==> config.mk <==
export PLATFORM = sky130hd
export DESIGN_NAME = alu_issue_ctrl
export DESIGN_NICKNAME = d
export VERILOG_FILES = /design/src/rtl/alu_issue_ctrl_pkg.sv /design/src/rtl/rv32_imm_gen.sv /design/src/rtl/alu_issue_ctrl.sv
export SDC_FILE = /design/constraint.sdc
export NUM_CORES = 1
export LEC_CHECK = 0
export BUFFER_PORTS_ARGS = -buffer_cell sky130_fd_sc_hd__clkbuf_2
export CORE_ASPECT_RATIO = 0.5
export CORE_MARGIN = 5
export CORE_UTILIZATION = 50
export DETAILED_ROUTE_END_ITERATION = 6
export PLACE_DENSITY = 0.86
export SYNTH_ARGS = -nofsm -noshare
export SYNTH_HDL_FRONTEND = slang
export SYNTH_SLANG_ARGS = --single-unit
==> constraint.sdc <==
create_clock -name clk_i -period 7.75 [get_ports clk_i]
set_clock_uncertainty 0.05 [all_clocks]
set_input_delay 1.1625 -clock clk_i [delete_from_list [all_inputs] [get_ports clk_i]]
set_output_delay 1.1625 -clock clk_i [all_outputs]
set_load 0.05 [all_outputs]
==> src/rtl/alu_issue_ctrl_pkg.sv <==
// Shared constants for the ALU issue/writeback sequencer: ALU opcodes, RV32I
// opcode/funct3 encodings, FSM state type and the funct3-to-ALU-op mapping.
package alu_issue_ctrl_pkg;

    localparam logic [3:0] ALU_NONE             = 4'd0;
    localparam logic [3:0] ALU_ADD              = 4'd1;
    localparam logic [3:0] ALU_SUB              = 4'd2;
    localparam logic [3:0] ALU_SHIFTL           = 4'd3;
    localparam logic [3:0] ALU_LESS_THAN_SIGNED = 4'd4;
    localparam logic [3:0] ALU_LESS_THAN        = 4'd5;
    localparam logic [3:0] ALU_XOR              = 4'd6;
    localparam logic [3:0] ALU_SHIFTR           = 4'd7;
    localparam logic [3:0] ALU_SHIFTR_ARITH     = 4'd8;
    localparam logic [3:0] ALU_OR               = 4'd9;
    localparam logic [3:0] ALU_AND              = 4'd10;

    localparam logic [6:0] OPC_OP     = 7'b0110011;
    localparam logic [6:0] OPC_OP_IMM = 7'b0010011;
    localparam logic [6:0] OPC_LUI    = 7'b0110111;
    localparam logic [6:0] OPC_AUIPC  = 7'b0010111;
    localparam logic [6:0] OPC_BRANCH = 7'b1100011;

    localparam logic [2:0] F3_ADD  = 3'b000;
    localparam logic [2:0] F3_SLL  = 3'b001;
    localparam logic [2:0] F3_SLT  = 3'b010;
    localparam logic [2:0] F3_SLTU = 3'b011;
    localparam logic [2:0] F3_XOR  = 3'b100;
    localparam logic [2:0] F3_SR   = 3'b101;
    localparam logic [2:0] F3_OR   = 3'b110;
    localparam logic [2:0] F3_AND  = 3'b111;

    localparam logic [2:0] F3_BEQ  = 3'b000;
    localparam logic [2:0] F3_BNE  = 3'b001;
    localparam logic [2:0] F3_BLT  = 3'b100;
    localparam logic [2:0] F3_BGE  = 3'b101;
    localparam logic [2:0] F3_BLTU = 3'b110;
    localparam logic [2:0] F3_BGEU = 3'b111;

    typedef enum logic [1:0] {
        ST_IDLE = 2'd0,
        ST_EXEC = 2'd1,
        ST_WB   = 2'd2
    } state_t;

    // alt selects SUB for funct3=000 and arithmetic shift for funct3=101.
    function automatic logic [3:0] alu_op_from_f3(input logic [2:0] f3, input logic alt);
        logic [3:0] op;
        case (f3)
            F3_ADD:  op = alt ? ALU_SUB : ALU_ADD;
            F3_SLL:  op = ALU_SHIFTL;
            F3_SLT:  op = ALU_LESS_THAN_SIGNED;
            F3_SLTU: op = ALU_LESS_THAN;
            F3_XOR:  op = ALU_XOR;
            F3_SR:   op = alt ? ALU_SHIFTR_ARITH : ALU_SHIFTR;
            F3_OR:   op = ALU_OR;
            default: op = ALU_AND;
        endcase
        return op;
    endfunction

endpackage

==> src/rtl/rv32_imm_gen.sv <==
// Combinational RV32I immediate extraction: sign-extended I and B immediates
// and the upper-aligned U immediate.
module rv32_imm_gen (
    input  logic [31:7] instr,
    output logic [31:0] imm_i,
    output logic [31:0] imm_u,
    output logic [31:0] imm_b
);

    assign imm_i = {{20{instr[31]}}, instr[31:20]};
    assign imm_u = {instr[31:12], 12'b0};
    assign imm_b = {{19{instr[31]}}, instr[31], instr[7], instr[30:25], instr[11:8], 1'b0};

endmodule

==> src/rtl/alu_issue_ctrl.sv <==
// Issue/writeback sequencer driving a combinational ALU for RV32I ops.
// Optional operand forwarding from the last writeback: define ALU_ISSUE_FWD_EN.
module alu_issue_ctrl
    import alu_issue_ctrl_pkg::*;
#(
    parameter int XLEN     = 32,
    parameter int ALU_OP_W = 4
) (
    input  logic                clk_i,
    input  logic                rst_i,
    input  logic                instr_valid_i,
    output logic                instr_ready_o,
    input  logic [31:0]         instr_i,
    input  logic [XLEN-1:0]     pc_i,
    input  logic [XLEN-1:0]     rs1_data_i,
    input  logic [XLEN-1:0]     rs2_data_i,
    output logic [ALU_OP_W-1:0] alu_op_o,
    output logic [XLEN-1:0]     alu_a_o,
    output logic [XLEN-1:0]     alu_b_o,
    input  logic [XLEN-1:0]     alu_out_i,
    output logic                wb_valid_o,
    input  logic                wb_ready_i,
    output logic                wb_we_o,
    output logic [4:0]          wb_rd_o,
    output logic [XLEN-1:0]     wb_data_o,
    output logic                wb_br_taken_o,
    output logic [XLEN-1:0]     wb_br_target_o,
    output logic                wb_illegal_o
);

    state_t state, state_nxt;
    logic   accept;
    logic   wb_hs;

    logic [XLEN-1:0] imm_i, imm_u, imm_b;
    logic [XLEN-1:0] rs1_val, rs2_val;

    logic [ALU_OP_W-1:0] dec_op;
    logic [XLEN-1:0]     dec_a, dec_b;
    logic                dec_illegal, dec_branch, dec_lui;

    logic [4:0]      rd_p1;
    logic [2:0]      f3_p1;
    logic            branch_p1, illegal_p1, lui_p1;
    logic [XLEN-1:0] target_p1;
    logic            br_taken;

    rv32_imm_gen u_imm_gen (
        .instr (instr_i[31:7]),
        .imm_i (imm_i),
        .imm_u (imm_u),
        .imm_b (imm_b)
    );

    always_ff @(posedge clk_i) begin
        if (rst_i) state <= ST_IDLE;
        else       state <= state_nxt;
    end

    always_comb begin
        state_nxt     = state;
        instr_ready_o = 1'b0;
        case (state)
            ST_IDLE: begin
                instr_ready_o = 1'b1;
                if (instr_valid_i) state_nxt = ST_EXEC;
            end
            ST_EXEC: state_nxt = ST_WB;
            ST_WB: begin
                instr_ready_o = wb_ready_i;
                if (wb_ready_i) state_nxt = instr_valid_i ? ST_EXEC : ST_IDLE;
            end
            default: state_nxt = ST_IDLE;
        endcase
    end

    assign accept = instr_valid_i && instr_ready_o;
    assign wb_hs  = wb_valid_o && wb_ready_i;

`ifdef ALU_ISSUE_FWD_EN
    logic [4:0]      fwd_rd, last_rd;
    logic [XLEN-1:0] fwd_data, last_data;

    // A beat handed off in the accept cycle is newer than the stored one.
    always_comb begin
        last_rd   = fwd_rd;
        last_data = fwd_data;
        if (wb_hs && wb_we_o) begin
            last_rd   = wb_rd_o;
            last_data = wb_data_o;
        end
    end

    assign rs1_val = (last_rd != 5'd0 && instr_i[19:15] == last_rd) ? last_data : rs1_data_i;
    assign rs2_val = (last_rd != 5'd0 && instr_i[24:20] == last_rd) ? last_data : rs2_data_i;

    always_ff @(posedge clk_i) begin
        if (rst_i) begin
            fwd_rd <= 5'd0;
        end else if (wb_hs && wb_we_o) begin
            fwd_rd   <= wb_rd_o;
            fwd_data <= wb_data_o;
        end
    end
`else
    assign rs1_val = rs1_data_i;
    assign rs2_val = rs2_data_i;
`endif

    always_comb begin
        dec_op      = ALU_NONE;
        dec_a       = '0;
        dec_b       = '0;
        dec_illegal = 1'b0;
        dec_branch  = 1'b0;
        dec_lui     = 1'b0;
        case (instr_i[6:0])
            OPC_OP: begin
                dec_op = alu_op_from_f3(instr_i[14:12], instr_i[30]);
                dec_a  = rs1_val;
                dec_b  = rs2_val;
            end
            OPC_OP_IMM: begin
                // Bit 30 is part of the immediate for ADDI, so only shifts use it.
                dec_op = alu_op_from_f3(instr_i[14:12], (instr_i[14:12] == F3_SR) && instr_i[30]);
                dec_a  = rs1_val;
                dec_b  = imm_i;
                if (instr_i[14:12] == F3_SLL || instr_i[14:12] == F3_SR)
                    dec_b = {{(XLEN-5){1'b0}}, instr_i[24:20]};
            end
            OPC_LUI: begin
                dec_a   = imm_u;
                dec_lui = 1'b1;
            end
            OPC_AUIPC: begin
                dec_op = ALU_ADD;
                dec_a  = pc_i;
                dec_b  = imm_u;
            end
            OPC_BRANCH: begin
                dec_a      = rs1_val;
                dec_b      = rs2_val;
                dec_branch = 1'b1;
                case (instr_i[14:12])
                    F3_BEQ, F3_BNE:   dec_op = ALU_SUB;
                    F3_BLT, F3_BGE:   dec_op = ALU_LESS_THAN_SIGNED;
                    F3_BLTU, F3_BGEU: dec_op = ALU_LESS_THAN;
                    default: begin
                        dec_branch  = 1'b0;
                        dec_illegal = 1'b1;
                    end
                endcase
            end
            default: dec_illegal = 1'b1;
        endcase
    end

    // accept -> p1: per-instruction control captured with the ALU operands
    always_ff @(posedge clk_i) begin
        if (accept) begin
            rd_p1      <= instr_i[11:7];
            f3_p1      <= instr_i[14:12];
            branch_p1  <= dec_branch;
            illegal_p1 <= dec_illegal;
            lui_p1     <= dec_lui;
            target_p1  <= pc_i + imm_b;
        end
    end

    always_comb begin
        case (f3_p1)
            F3_BEQ:          br_taken = (alu_out_i == '0);
            F3_BNE:          br_taken = (alu_out_i != '0);
            F3_BLT, F3_BLTU: br_taken = alu_out_i[0];
            default:         br_taken = !alu_out_i[0];
        endcase
    end

    // p1 -> writeback: ALU result sampled in EXEC, held until the consumer takes it
    always_ff @(posedge clk_i) begin
        if (rst_i) begin
            alu_op_o       <= ALU_NONE;
            alu_a_o        <= '0;
            alu_b_o        <= '0;
            wb_valid_o     <= 1'b0;
            wb_we_o        <= 1'b0;
            wb_rd_o        <= 5'd0;
            wb_data_o      <= '0;
            wb_br_taken_o  <= 1'b0;
            wb_br_target_o <= '0;
            wb_illegal_o   <= 1'b0;
        end else begin
            if (accept) begin
                alu_op_o <= dec_op;
                alu_a_o  <= dec_a;
                alu_b_o  <= dec_b;
            end
            if (state == ST_EXEC) begin
                wb_valid_o     <= 1'b1;
                wb_we_o        <= !illegal_p1 && !branch_p1 && (rd_p1 != 5'd0);
                wb_rd_o        <= rd_p1;
                wb_data_o      <= lui_p1 ? alu_a_o : alu_out_i;
                wb_br_taken_o  <= branch_p1 && br_taken;
                wb_br_target_o <= target_p1;
                wb_illegal_o   <= illegal_p1;
            end else if (wb_hs) begin
                wb_valid_o <= 1'b0;
            end
        end
    end

endmodule

# After elaboration in Yosys (flattened, before gate mapping)
# Index checks and enable logic that the tools add are counted.
# W data, S select, Z words.
[word_totals]
register_bits = 186
output_inout_bits = 142
elab_cells = 87
[classes]
n_addsub = 1
eq_ne = 19
mux = 24
reduce_logical = 26
[ops]
columns = ["cell", "count"]
rows = [
  ["$pmux W32 S3", 2],
  ["$mux W32", 2],
  ["$pmux W4 S7", 2],
  ["$add A32 B32 Y32", 1],
  ["$logic_not A32 Y1", 1],
  ["$reduce_bool A32 Y1", 1],
  ["$eq A3 B3 Y1 const B", 6],
  ["$pmux W4 S4", 1],
  ["$eq A7 B5 Y1 const B", 2],
  ["$eq A7 B6 Y1 const B", 2],
  ["$reduce_or A2 Y1", 5],
  ["$pmux W3 S3", 1],
  ["$mux W2", 4],
  ["$mux W4", 2],
  ["$eq A7 B7 Y1 const B", 1],
  ["$eq A3 B1 Y1 const B", 2],
  ["$eq A3 B2 Y1 const B", 2],
  ["$logic_and A1 B1 Y1", 6],
  ["$logic_not A3 Y1", 2],
  ["$mux W1", 6],
  ["$pmux W2 S3", 1],
  ["$reduce_or A6 Y1", 1],
  ["$reduce_bool A5 Y1", 1],
  ["$ne A2 B2 Y1 const B", 2],
  ["other kinds (11)", 14],
]

# Longest topological paths before layout
# Gate-level depths: netlist of the first run.
[depth]
depth_word = 5
depth_mapped = 11
ltp_nobuf = 9

# Hierarchy
# From an unflattened synthesis of the first run, not the netlist that was laid out.
[hier_totals]
hier_cells = 1151
hier_area_um2 = 10341.2
[modules_own_cells]
columns = ["module", "instances", "cells_per_inst", "area_per_inst_um2", "seq_area_each_um2"]
rows = [
  ["alu_issue_ctrl", 1, 1054, 9616.7, 4154.0],
  ["rv32_imm_gen", 1, 97, 724.4, 0.0],
]

# Least setup slack after synthesis of the first run
# OpenSTA, ideal clock, no wires.
[synth_path]
path_kind = "input to register"
from = "input wb_ready_i"
to = "register branch_p1, enable pin"
setup_time_ps = 424
t_arrival_ps = 3942
required_time_ps = 7276
setup_slack_ps = 3333
stages = 5
cell_sequence = "inv_1 a21oi_1 nand2_1 inv_1 buf_1"
[synth_between]
elab_chain_len = 2
[synth_rtl]
columns = ["element", "line", "text"]
rows = [
  ["start: declaration", "alu_issue_ctrl.sv:22", "input logic wb_ready_i,"],
  ["$pmux W1 S2", "alu_issue_ctrl.sv:63", "case (state)"],
  ["net instr_ready_o", "alu_issue_ctrl.sv:12", "output logic instr_ready_o,"],
  ["$logic_and A1 B1 Y1", "alu_issue_ctrl.sv:77", "assign accept = instr_valid_i && instr_ready_o;"],
  ["net accept", "alu_issue_ctrl.sv:32", "logic accept;"],
  ["end signal: assignment", "alu_issue_ctrl.sv:163", "branch_p1 <= dec_branch;"],
  ["end: declaration", "alu_issue_ctrl.sv:44", "logic branch_p1, illegal_p1, lui_p1;"],
]
# The timed path passes the listed nets, and every way through them passes these cells.
# A chain may end at the register's enable or synchronous reset.

# Final worst setup path of the first run
[layout_path]
from = "input wb_ready_i"
to = "register alu_op_o[1]"
[layout_between]
elab_chain_len = 2
[layout_rtl]
columns = ["element", "line", "text"]
rows = [
  ["$pmux W1 S2", "alu_issue_ctrl.sv:63", ""],
  ["$logic_and A1 B1 Y1", "alu_issue_ctrl.sv:77", ""],
  ["end signal: assignment", "alu_issue_ctrl.sv:194", "alu_op_o <= dec_op;"],
  ["end: declaration", "alu_issue_ctrl.sv:17", "output logic [ALU_OP_W-1:0] alu_op_o,"],
]
# No other way between the ends.

==> impl_results.md, run 1 <==
- Die height: 106 um
- CTS Buf Count: 17
- Htree depth: 4
- Final HPWL DP: 24,000 um
- Synth Net Count: 1,184
- N_diodes: 0
- Worst-path cell chain: clkbuf_2 -> inv_1 -> a21oi_1 -> nand2_2 -> buf_4 -> inv_2 -> buf_4 -> o21a_1 -> o21ai_0 -> a21oi_1
- Netlist cell types: 64
- Minimum period implied by the final worst setup slack: 3.92 ns
- Yosys top cell by area: dfxtp_1
- Synth Area in XOR/XNOR: 2.76%
- CTS tree: built
- DRC violations left: 0
- Post-synth EDFFs: 43
- VDD IR-drop max: 0.150 mV
- WL/cell: 21.0 um
- Mux cell area share after synthesis: 5.92%
- Vias per inst: 5.93
- Layout cells sized above 1: 30.6%
- Multi-input gate area in the final layout: 4690 um2
- Number of fill cells: 1,589
- Smallest setup slack after layout: 3.83 ns
- Area contributors post-synth: dfxtp_1 31%, edfxtp_1 14%, nor2_1 5.1%
- Routability cong.: 0.941
- Largest family of logic cells by synthesized area: compound AO/OA/AOI/OAI gates
- CP max FO: 71
- Cell count after placement: 1,465
- Final core utilization: 62.2%
- CP max stage cell: o21a_1
- Pre-antenna DRT Iters: 5
- Post-synthesis simple-gate area fraction: 14.6%
- Sinks on the clock net: 186
- Initial antenna violation count: 2
- PnR Total Power: 2440 uW
- Ys async rst share: 0%
- Fmax: 255 MHz
- Post-cts resize count: 0
- Core area: 18,300 um2
- Worst path top cell family by delay: compound AO/OA/AOI/OAI gates
- Row count: 35
- Max cap viols: 0
- Ports: 306
- Die area: 21,400 um2
- Synth Area per Inst: 9.31 um2
- Die W: 202 um
- Via Count: 8,875
- Initial DRC count: 667
- Final cell count without fillers: 1,497
- Dpl ws: 3.41 ns
- Post-Route WL: 31,400 um
- Final period utilization: 50.6%
- Clk buf depth: 2
- Vias in the first global route: 8,527
- Min-delay worst type: flop to flop
- Root buffer cell: clkbuf_16
- Worst skew pair latency: 0.43 ns
- Reg clk slew, reported paths: 0.07 ns
- Worst path max stage delay: 1.10 ns
- WP buf/inv: 5
- Layout Nets: 1,439
- PD cells: 215 nW/um2
- Rel. slew slack: 13.8%
- Final ANT Viol Nets: 0
- CP Capture Type: flop
- GRT Overall Usage: 28.1%
- Final Max Tran Viols: 0
- Seq cells post-synth: 186
- Outcome: completed
- Count leader, synth: dfxtp_1
- Synth Area in Adders: 4.29%
- Yosys warnings: 0
- Largest net degree at the start of global routing: 101
- FF/Latch Area: 4150 um2
- Worst EP required: 8.05 ns
- Area delta synth->final: 23.2%
- Global-route wire length before repair: 47,600 um
- Total grt overflow: 0
- Starting Density: 50.4%
- Hold buffers post-CTS: 0
- Fin Setup TNS: 0 ns
- Syn Inst Count: 989
- Setup CP Type: input pin to flop
- Sequential fraction of the synthesis area: 45.1%
- PortBufs: 305
- Crit path arrival time: 4.22 ns
- Main synth FF type: dfxtp_1
- Worst slew pin tran: 1.29 ns
- Post-Syn Area: 9210 um2
- Area share of the largest cell type after synthesis: 31.1%
- Final setup fails: 0
- Setup Buffers After CTS: 0
- Synth Area in Compound Gates: 23.2%
- CP Launch Type: input pin
- Synth cell count leaders: 143 x dfxtp_1, 125 x nor2_1, 105 x nand2_1
- Leakage: 0.00488 uW
- Unrepaired setup endpoints after global routing: false
- Final hold vios: 0
-- worst reg2reg max path: cells and delay by family (launching register included) --
kind / cells / cell delay [ns]
AOI/OAI and AO/OA: 4 / 1.77
buffers and inverters: 3 / 1.09
DFF: 1 / 0.36
and+or+nand+nor: 1 / 0.07
-- through the flow --
stage / hold slack (ns) / instance area, um2
global placement: 0.394 / 10800
finish: 0.403 / 11400
floorplan: 0.421 / 9210
global route: 0.425 / 11400
CTS: 0.406 / 11400
detailed placement: 0.397 / 10800
-- state kept, by name, indices dropped and copies added (netlist names), 2 cells and up --
name,count
alu_a_o,32
alu_b_o,32
target_p1,32
wb_br_target_o,32
wb_data_o,32
rd_p1,5
wb_rd_o,5
alu_op_o,4
f3_p1,3
state,2
-- kinds of logic (layout without fill, tap and decap cells) --
group,count (synthesis),in the layout
buffers and inverters,89,357
AOI/OAI and AO/OA,294,294
adders and majority gates,31,31
and+or+nand+nor,308,308
xor gates and xnor gates,29,29
muxes,52,52
DFF,186,186
-- worst paths after layout --
kind                            from            endpoint  slack (ns)  depth (start not counted)
setup / recovery          wb_ready_i         alu_op_o[1]        3.83                         10
hold / removal    wb_br_target_o[19]  wb_br_target_o[19]        0.40                          2
setup reg to reg            state[1]         alu_op_o[1]        4.32                          8
hold reg to reg   wb_br_target_o[19]  wb_br_target_o[19]        0.40                          2
-- power by group --
group          switching, uW  internal (uW)
clock                    413            434
combinational            345            162
sequential              30.2           1060
-- placed cells by master (no fill, tap or decap), drive strengths merged, types with 4 or more instances in the layout --
cell type	synthesis	layout
a31oi	5	5
dfxtp	143	143
and3	5	5
a22oi	46	46
o21bai	6	6
a21oi	73	73
o21ai	25	25
clkinv	0	9
nor2	125	125
clkbuf	57	322
edfxtp	43	43
inv	11	16
nor2b	5	5
nor3	26	26
buf	21	10
and2	4	4
a22o	23	23
a21o	13	13
a211oi	34	34
xor2	12	12
a221oi	23	23
nand2b	6	6
a221o	20	20
nor4	8	8
xnor2	17	17
nand3	4	4
mux2	20	20
mux2i	32	32
nand4	8	8
o21a	5	5
nand3b	4	4
ha	30	30
nand2	105	105
-- per-layer routing --
| layer | global-route usage [%] | wire length [um] | vias up |
|---|---|---|---|
| li1 | - | - | 4174 |
| met1 | 37.1 | 13500 | 4231 |
| met2 | 44.1 | 14300 | 384 |
| met3 | 8.75 | 2610 | 82 |
| met4 | 9.26 | 966 | 4 |
| met5 | 0 | 23 | - |
-- layout make-up --
| cell class | count | share of cell area (%) |
|---|---|---|
| repair buffers | 314 | 14.1 |
| flip-flops and latches | 186 | 36.6 |
| clock inverters | 14 | 1.18 |
| well taps | 240 | 2.65 |
| clock buffers | 18 | 3.87 |
| inverters | 11 | 0.364 |
| multi-input cells | 714 | 41.3 |
(Power assumes the default switching activity.)
==> inputs of run 2 (changes only) <==
--- a/config.mk
+++ b/config.mk
@@ -8,9 +8,9 @@
 export BUFFER_PORTS_ARGS = -buffer_cell sky130_fd_sc_hd__clkbuf_2
 export CORE_ASPECT_RATIO = 0.5
 export CORE_MARGIN = 5
-export CORE_UTILIZATION = 50
+export CORE_UTILIZATION = 46
 export DETAILED_ROUTE_END_ITERATION = 6
-export PLACE_DENSITY = 0.86
+export PLACE_DENSITY = 0.84
 export SYNTH_ARGS = -nofsm -noshare
 export SYNTH_HDL_FRONTEND = slang
 export SYNTH_SLANG_ARGS = --single-unit
==> constraint.sdc (replaced) <==
create_clock -name clk_i -period 3.2 [get_ports clk_i]
set_clock_uncertainty 0.05 [all_clocks]
set_input_delay 0.48 -clock clk_i [delete_from_list [all_inputs] [get_ports clk_i]]
set_output_delay 0.48 -clock clk_i [all_outputs]
set_load 0.05 [all_outputs]
==> run 2 against run 1 <==
Against the previous run: hold slack worse by 0.21 ns; non-clock buffer count rose by 14; via count is 1.8% higher; clock-buffer cell count grew 4; combinational power up 150%; final cell count is 2.7% higher; worst setup slack worse by 3.2 ns.
==> impl_results.md, run 2 (synthesis gave the netlist of run 1 again) <==
- Fin Setup TNS: 0 ns (unchanged)
- Final setup fails: 0 (unchanged)
- Largest net degree at the start of global routing: 71 (-30%)
- Setup Buffers After CTS: 0 (unchanged)
- Core area: 19,500 um2 (+7.0%)
- GRT Overall Usage: 27.0% (-1.1 points)
- Worst R2R Path Depth: 7 (-1)
- Worst-path cell chain: clkbuf_2 -> ha_1 -> fa_1 -> a21o_1 -> a221oi_2 -> o211a_4 -> o21a_1 -> o21ai_2 -> a41oi_2 -> xnor2_1
- Global-route wire length before repair: 48,300 um (+1.4%)
- Worst slew pin tran: 0.792 ns (-0.501 ns)
- DRC violations left: 0 (unchanged)
- Rel. slew slack: 47.2% (+33 points)
- Row count: 36 (+2.9%)
- Post-cts resize count: 0 (unchanged)
- Leakage: 0.00497 uW (+1.7%)
- Worst EP required: 3.34 ns (-4.71 ns)
- WL/cell: 21.4 um (+2.1%)
- Commonest non-fill, non-tap cell in the layout: clkbuf_2
- Crit path arrival time: 2.68 ns (-1.54 ns)
- Post-Route WL: 33,000 um (+4.9%)
- Max cap viols: 0 (unchanged)
- Reg-to-Reg End: alu_a_o[5]
- CTS Buf Count: 17 (unchanged)
- Min-delay worst type: input pin to flop
- Pre-antenna DRT Iters: 5 (unchanged)
- Vias in the first global route: 8,393 (-1.6%)
- FF/Latch Area: 4150 um2 (unchanged)
- Initial antenna violation count: 1 (-1)
- Cell count after placement: 1,505 (+2.7%)
- Final cell count without fillers: 1,538 (+2.7%)
- Worst skew pair latency: 0.44 ns (about the same)
- Sinks on the clock net: 186 (unchanged)
- Die W: 210 um (+4.0%)
- PD cells: 524 nW/um2 (+140%)
- Reg2reg setup slack: 1.14 ns (-3.18 ns)
- Crit path to: target_p1[29]
- CP Launch Type: input pin
- Via Count: 9,037 (+1.8%)
- Htree depth: 4 (unchanged)
- Multi-input gate area in the final layout: 4690 um2 (unchanged)
- WP buf/inv: 1 (-4)
- PnR Total Power: 6050 uW (+150%)
- Worst path max stage delay: 0.41 ns (-0.69 ns)
- Reg clk slew, reported paths: 0.07 ns (about the same)
- CP max FO: 4 (-94%)
- Final period utilization: 79.5%
- Fmax: 393 MHz
- Unrepaired setup endpoints after global routing: false
- Most frequent cells in the layout: 304 x clkbuf_2, 143 x dfxtp_1, 125 x nor2_1
- Reg-to-Reg Start: state[1]
- Initial DRC count: 818 (+23%)
- Setup CP Type: input pin to flop
- Final ANT Viol Nets: 0 (unchanged)
- Layout Nets: 1,453 (+0.97%)
- Vias per inst: 5.88 (-0.89%)
- WP depth: 10 (unchanged)
- Minimum period implied by the final worst setup slack: 2.54 ns
- Die height: 110 um (+3.9%)
- PortBufs: 305 (unchanged)
- CTS tree: built
- Crit path launch: instr_i[8]
- Ports: 306 (unchanged)
- Final HPWL DP: 25,200 um (+4.8%)
- Hold path cells: 1 (-1)
- Root buffer cell: clkbuf_16
- VDD IR-drop max: 0.380 mV (+150%)
- Worst path top cell family by delay: compound AO/OA/AOI/OAI gates
- Total grt overflow: 0 (unchanged)
- CP Capture Type: flop
- Outcome: completed
- Hold buffers post-CTS: 0 (unchanged)
- Final hold vios: 0 (unchanged)
- Die area: 23,100 um2 (+8.1%)
- Number of fill cells: 1,715 (+7.9%)
- Routability cong.: 0.974 (+3.5%)
- Final Max Tran Viols: 0 (unchanged)
- Layout cells sized above 1: 31.1% (+0.45 points)
- CP max stage cell: fa_1
- Starting Density: 47.1% (-3.3 points)
- Area delta synth->final: 25.4%
- Clk buf depth: 2 (unchanged)
==> run 2: worst min path at each step <==
stage | start | to | slack [ns]
3_5_place_dp | wb_br_target_o[15] | wb_br_target_o[15] | 0.40
4_1_cts | instr_i[8] | rd_p1[1] | 0.17
3_3_place_gp | wb_br_target_o[18] | wb_br_target_o[18] | 0.39
5_1_grt | instr_i[8] | rd_p1[1] | 0.18
6_report | instr_i[8] | rd_p1[1] | 0.19
2_1_floorplan | target_p1[0] | wb_br_target_o[0] | 0.42
==> run 2: metal layers <==
| metal | global-route usage, % | share of wire (%) |
|---|---|---|
| met1 | 36.4 | 43 |
| met2 | 42.4 | 46 |
| met4 | 9.49 | 2.8 |
| met5 | 0 | 0 |
| met3 | 7.04 | 8.5 |
==> run 2: final cells by class <==
class / count / area share [%]
clock inverter: 10 / 1.03
sequential: 186 / 36.0
clock buffer: 22 / 4.02
antenna: 1 / 0.0217
multi-input combinational: 714 / 40.6
tap: 266 / 2.88
inverter: 11 / 0.357
timing repair buffer: 328 / 15.2
==> run 2: power by group <==
part | internal (uW) | total, uW | switching [uW]
Sequential | 2570 | 2640 | 74.0
Clock | 1200 | 2150 | 957
Combinational | 407 | 1250 | 848
Total | 4170 | 6050 | 1880
==> run 2: worst reg2reg max path, stage by stage (launching register included) <==
cell	delay (ns)
dfxtp_1	0.42
a21oi_1	0.14
nand2_2	0.11
buf_4	0.61
nor2_1	0.14
buf_4	0.22
a22oi_1	0.17
nor2_1	0.06
==> run 2: stage by stage <==
stage	hold slack, ns	util (%)	area [um2]	worst slack (ns)
2_1_floorplan	0.421	-	9220	0.0836
3_3_place_gp	0.390	56.1	11000	0.265
3_5_place_dp	0.397	56.1	11000	0.216
4_1_cts	0.172	59.1	11500	0.689
5_1_grt	0.181	59.1	11500	0.549
6_report	0.193	59.1	11600	0.655
==> inputs of run 3 (changes only) <==
--- a/config.mk
+++ b/config.mk
@@ -8,9 +8,9 @@
 export BUFFER_PORTS_ARGS = -buffer_cell sky130_fd_sc_hd__clkbuf_2
 export CORE_ASPECT_RATIO = 0.5
 export CORE_MARGIN = 5
-export CORE_UTILIZATION = 46
+export CORE_UTILIZATION = 50
 export DETAILED_ROUTE_END_ITERATION = 6
-export PLACE_DENSITY = 0.84
+export PLACE_DENSITY = 0.86
 export SYNTH_ARGS = -nofsm -noshare
 export SYNTH_HDL_FRONTEND = slang
 export SYNTH_SLANG_ARGS = --single-unit
==> constraint.sdc (replaced) <==
create_clock -name clk_i -period 2.7 [get_ports clk_i]
set_clock_uncertainty 0.05 [all_clocks]
set_input_delay 0.405 -clock clk_i [delete_from_list [all_inputs] [get_ports clk_i]]
set_output_delay 0.405 -clock clk_i [all_outputs]
set_load 0.05 [all_outputs]
==> run 3 against run 2 <==
Against the previous run: non-clock buffer count is 40 higher; critical path type unchanged; final area is 2.1% higher; hold slack worse by 0.065 ns; highest routed layer unchanged; core utilization is 5.5 points higher; power is 19% higher; largest power group unchanged; clock-buffer cell count is 2 lower.
==> impl_results.md, run 3 (synthesis gave the netlist of run 1 again) <==
- Area delta synth->final: 28.1%
- Final ANT Viol Nets: 0 (unchanged)
- CP max stage cell: fa_1
- Final HPWL DP: 25,500 um (+1.5%)
- Htree depth: 4 (unchanged)
- Setup CP Type: input pin to flop
- Final Max Tran Viols: 0 (unchanged)
- Row count: 35 (-2.8%)
- Pre-antenna DRT Iters: 5 (unchanged)
- Leakage: 0.00516 uW (+4.0%)
- Setup Buffers After CTS: 0 (unchanged)
- Layout Nets: 1,493 (+2.8%)
- Final period utilization: 89.6%
- Vias in the first global route: 8,707 (+3.7%)
- GRT Overall Usage: 29.3% (+2.3 points)
- Sinks on the clock net: 186 (unchanged)
- Final hold vios: 0 (unchanged)
- Post-Route WL: 32,400 um (-1.7%)
- Worst-path cell chain: clkbuf_2 -> ha_1 -> fa_1 -> a21o_1 -> a221oi_2 -> o211a_4 -> o21a_1 -> o311ai_1 -> a21oi_1 -> xnor2_1
- Starting Density: 50.4% (+3.3 points)
- PD cells: 610 nW/um2 (+16%)
- Fin Setup TNS: 0 ns (unchanged)
- Global-route wire length before repair: 49,600 um (+2.7%)
- Placed inst area: 11,200 um2 (+2.2%)
- Outcome: completed
- Total grt overflow: 0 (unchanged)
- Post-cts resize count: 0 (unchanged)
- CP max FO: 4 (unchanged)
- Most frequent cells in the layout: 304 x clkbuf_2, 143 x dfxtp_1, 125 x nor2_1
- WL/cell: 20.9 um (-2.5%)
- DRC violations left: 0 (unchanged)
- Die area: 21,400 um2 (-7.5%)
- CTS Buf Count: 17 (unchanged)
- Multi-input gate area in the final layout: 4690 um2 (about the same)
- Worst path top cell family by delay: compound AO/OA/AOI/OAI gates
- Minimum period implied by the final worst setup slack: 2.42 ns
- PortBufs: 305 (unchanged)
- CP Capture Type: flop
- Worst slew pin tran: 0.732 ns (-0.0596 ns)
- Clk buf depth: 2 (unchanged)
- Layout cells sized above 1: 33.5% (+2.4 points)
- Ports: 306 (unchanged)
- Root buffer cell: clkbuf_16
- Min-delay worst type: input pin to flop
- Die height: 106 um (-3.7%)
- CP Launch Type: input pin
- WP buf/inv: 1 (unchanged)
- Max cap viols: 0 (unchanged)
- Worst EP required: 2.83 ns (-0.51 ns)
- Reg clk slew, reported paths: 0.07 ns (about the same)
- Number of fill cells: 1,572 (-8.3%)
- Final instance area: 11,800 um2 (+2.1%)
- Largest net degree at the start of global routing: 66 (-7.0%)
- FF/Latch Area: 4150 um2 (unchanged)
- Routability cong.: 0.936 (-3.9%)
- Core area: 18,300 um2 (-6.6%)
- N_diodes: 0 (-1)
- Fmax: 413 MHz
- Vias per inst: 5.85 (-0.42%)
- Via Count: 9,075 (+0.42%)
- Crit path arrival time: 2.55 ns (-0.13 ns)
- Hold buffers post-CTS: 0 (unchanged)
- Unrepaired setup endpoints after global routing: false
- Initial DRC count: 584 (-29%)
- Final setup fails: 0 (unchanged)
- Commonest non-fill, non-tap cell in the layout: clkbuf_2
- Worst skew pair latency: 0.43 ns (about the same)
- Worst path max stage delay: 0.41 ns (about the same)
- Die W: 202 um (-3.9%)
- Rel. slew slack: 50.7% (+3.5 points)
- Initial antenna violation count: 0 (-1)
- Final core utilization: 64.6% (+5.5 points)
- VDD IR-drop max: 0.497 mV (+31%)
- CTS tree: built
## run 3: cell types whose count changed in the layout (fill, tap and decap cells not counted), sizes merged
cell | previous run | this run
clkinv | 5 | 1
clkbuf | 326 | 324
buf | 24 | 64
bufinv | 2 | 1
inv | 12 | 20
diode | 1 | 0
clkinvlp | 2 | 1
## run 3: routing by layer
metal	track usage, %	routed length [um]
met5	0	0
met2	47.1	15000
met4	7.99	684
met1	40.3	14100
met3	6.37	2650
## run 3: worst paths after layout
path                      start            endpoint  slack, ns  cells after the start
max                  instr_i[8]       target_p1[31]       0.28                     10
min reg2reg  wb_br_target_o[26]  wb_br_target_o[26]       0.40                      2
max reg2reg            f3_p1[2]       wb_br_taken_o       0.77                      7
min                 instr_i[11]            rd_p1[4]       0.13                      1
## run 3: power breakdown
group / leakage (uW) / switching [uW] / total (uW) / internal [uW]
Combinational: 0.00330 / 1020 / 1560 / 539
Sequential: 0.00158 / 89.6 / 3130 / 3040
Clock: 0.000289 / 1150 / 2500 / 1350
Total: 0.00516 / 2260 / 7190 / 4940
## run 3: metrics by stage
step,hold slack [ns],setup slack [ns],total power (uW),std cells
global placement,0.391,-0.0863,4700,1519
CTS,0.115,0.317,7220,1551
global route,0.119,0.172,7480,1551
detailed placement,0.398,-0.134,4740,1519
finish,0.128,0.280,7190,1551
floorplan,0.421,0.0483,4160,989
## run 3: worst register-to-register path: cells and delay by family (launching register included)
family	cells	cell delay, ns
and+or+nand+nor	4	0.81
AOI/OAI and AO/OA	3	0.48
DFF	1	0.44
## run 3: cell type report
cell class                      instances  share of cell area [%]
Timing Repair Buffer                  368                    17.2
Multi-Input combinational cell        714                    39.8
Clock inverter                         12                    1.06
Sequential cell                       186                    35.2
Clock buffer                           20                    3.87
Tap cell                              240                    2.55
Inverter                               11                   0.350
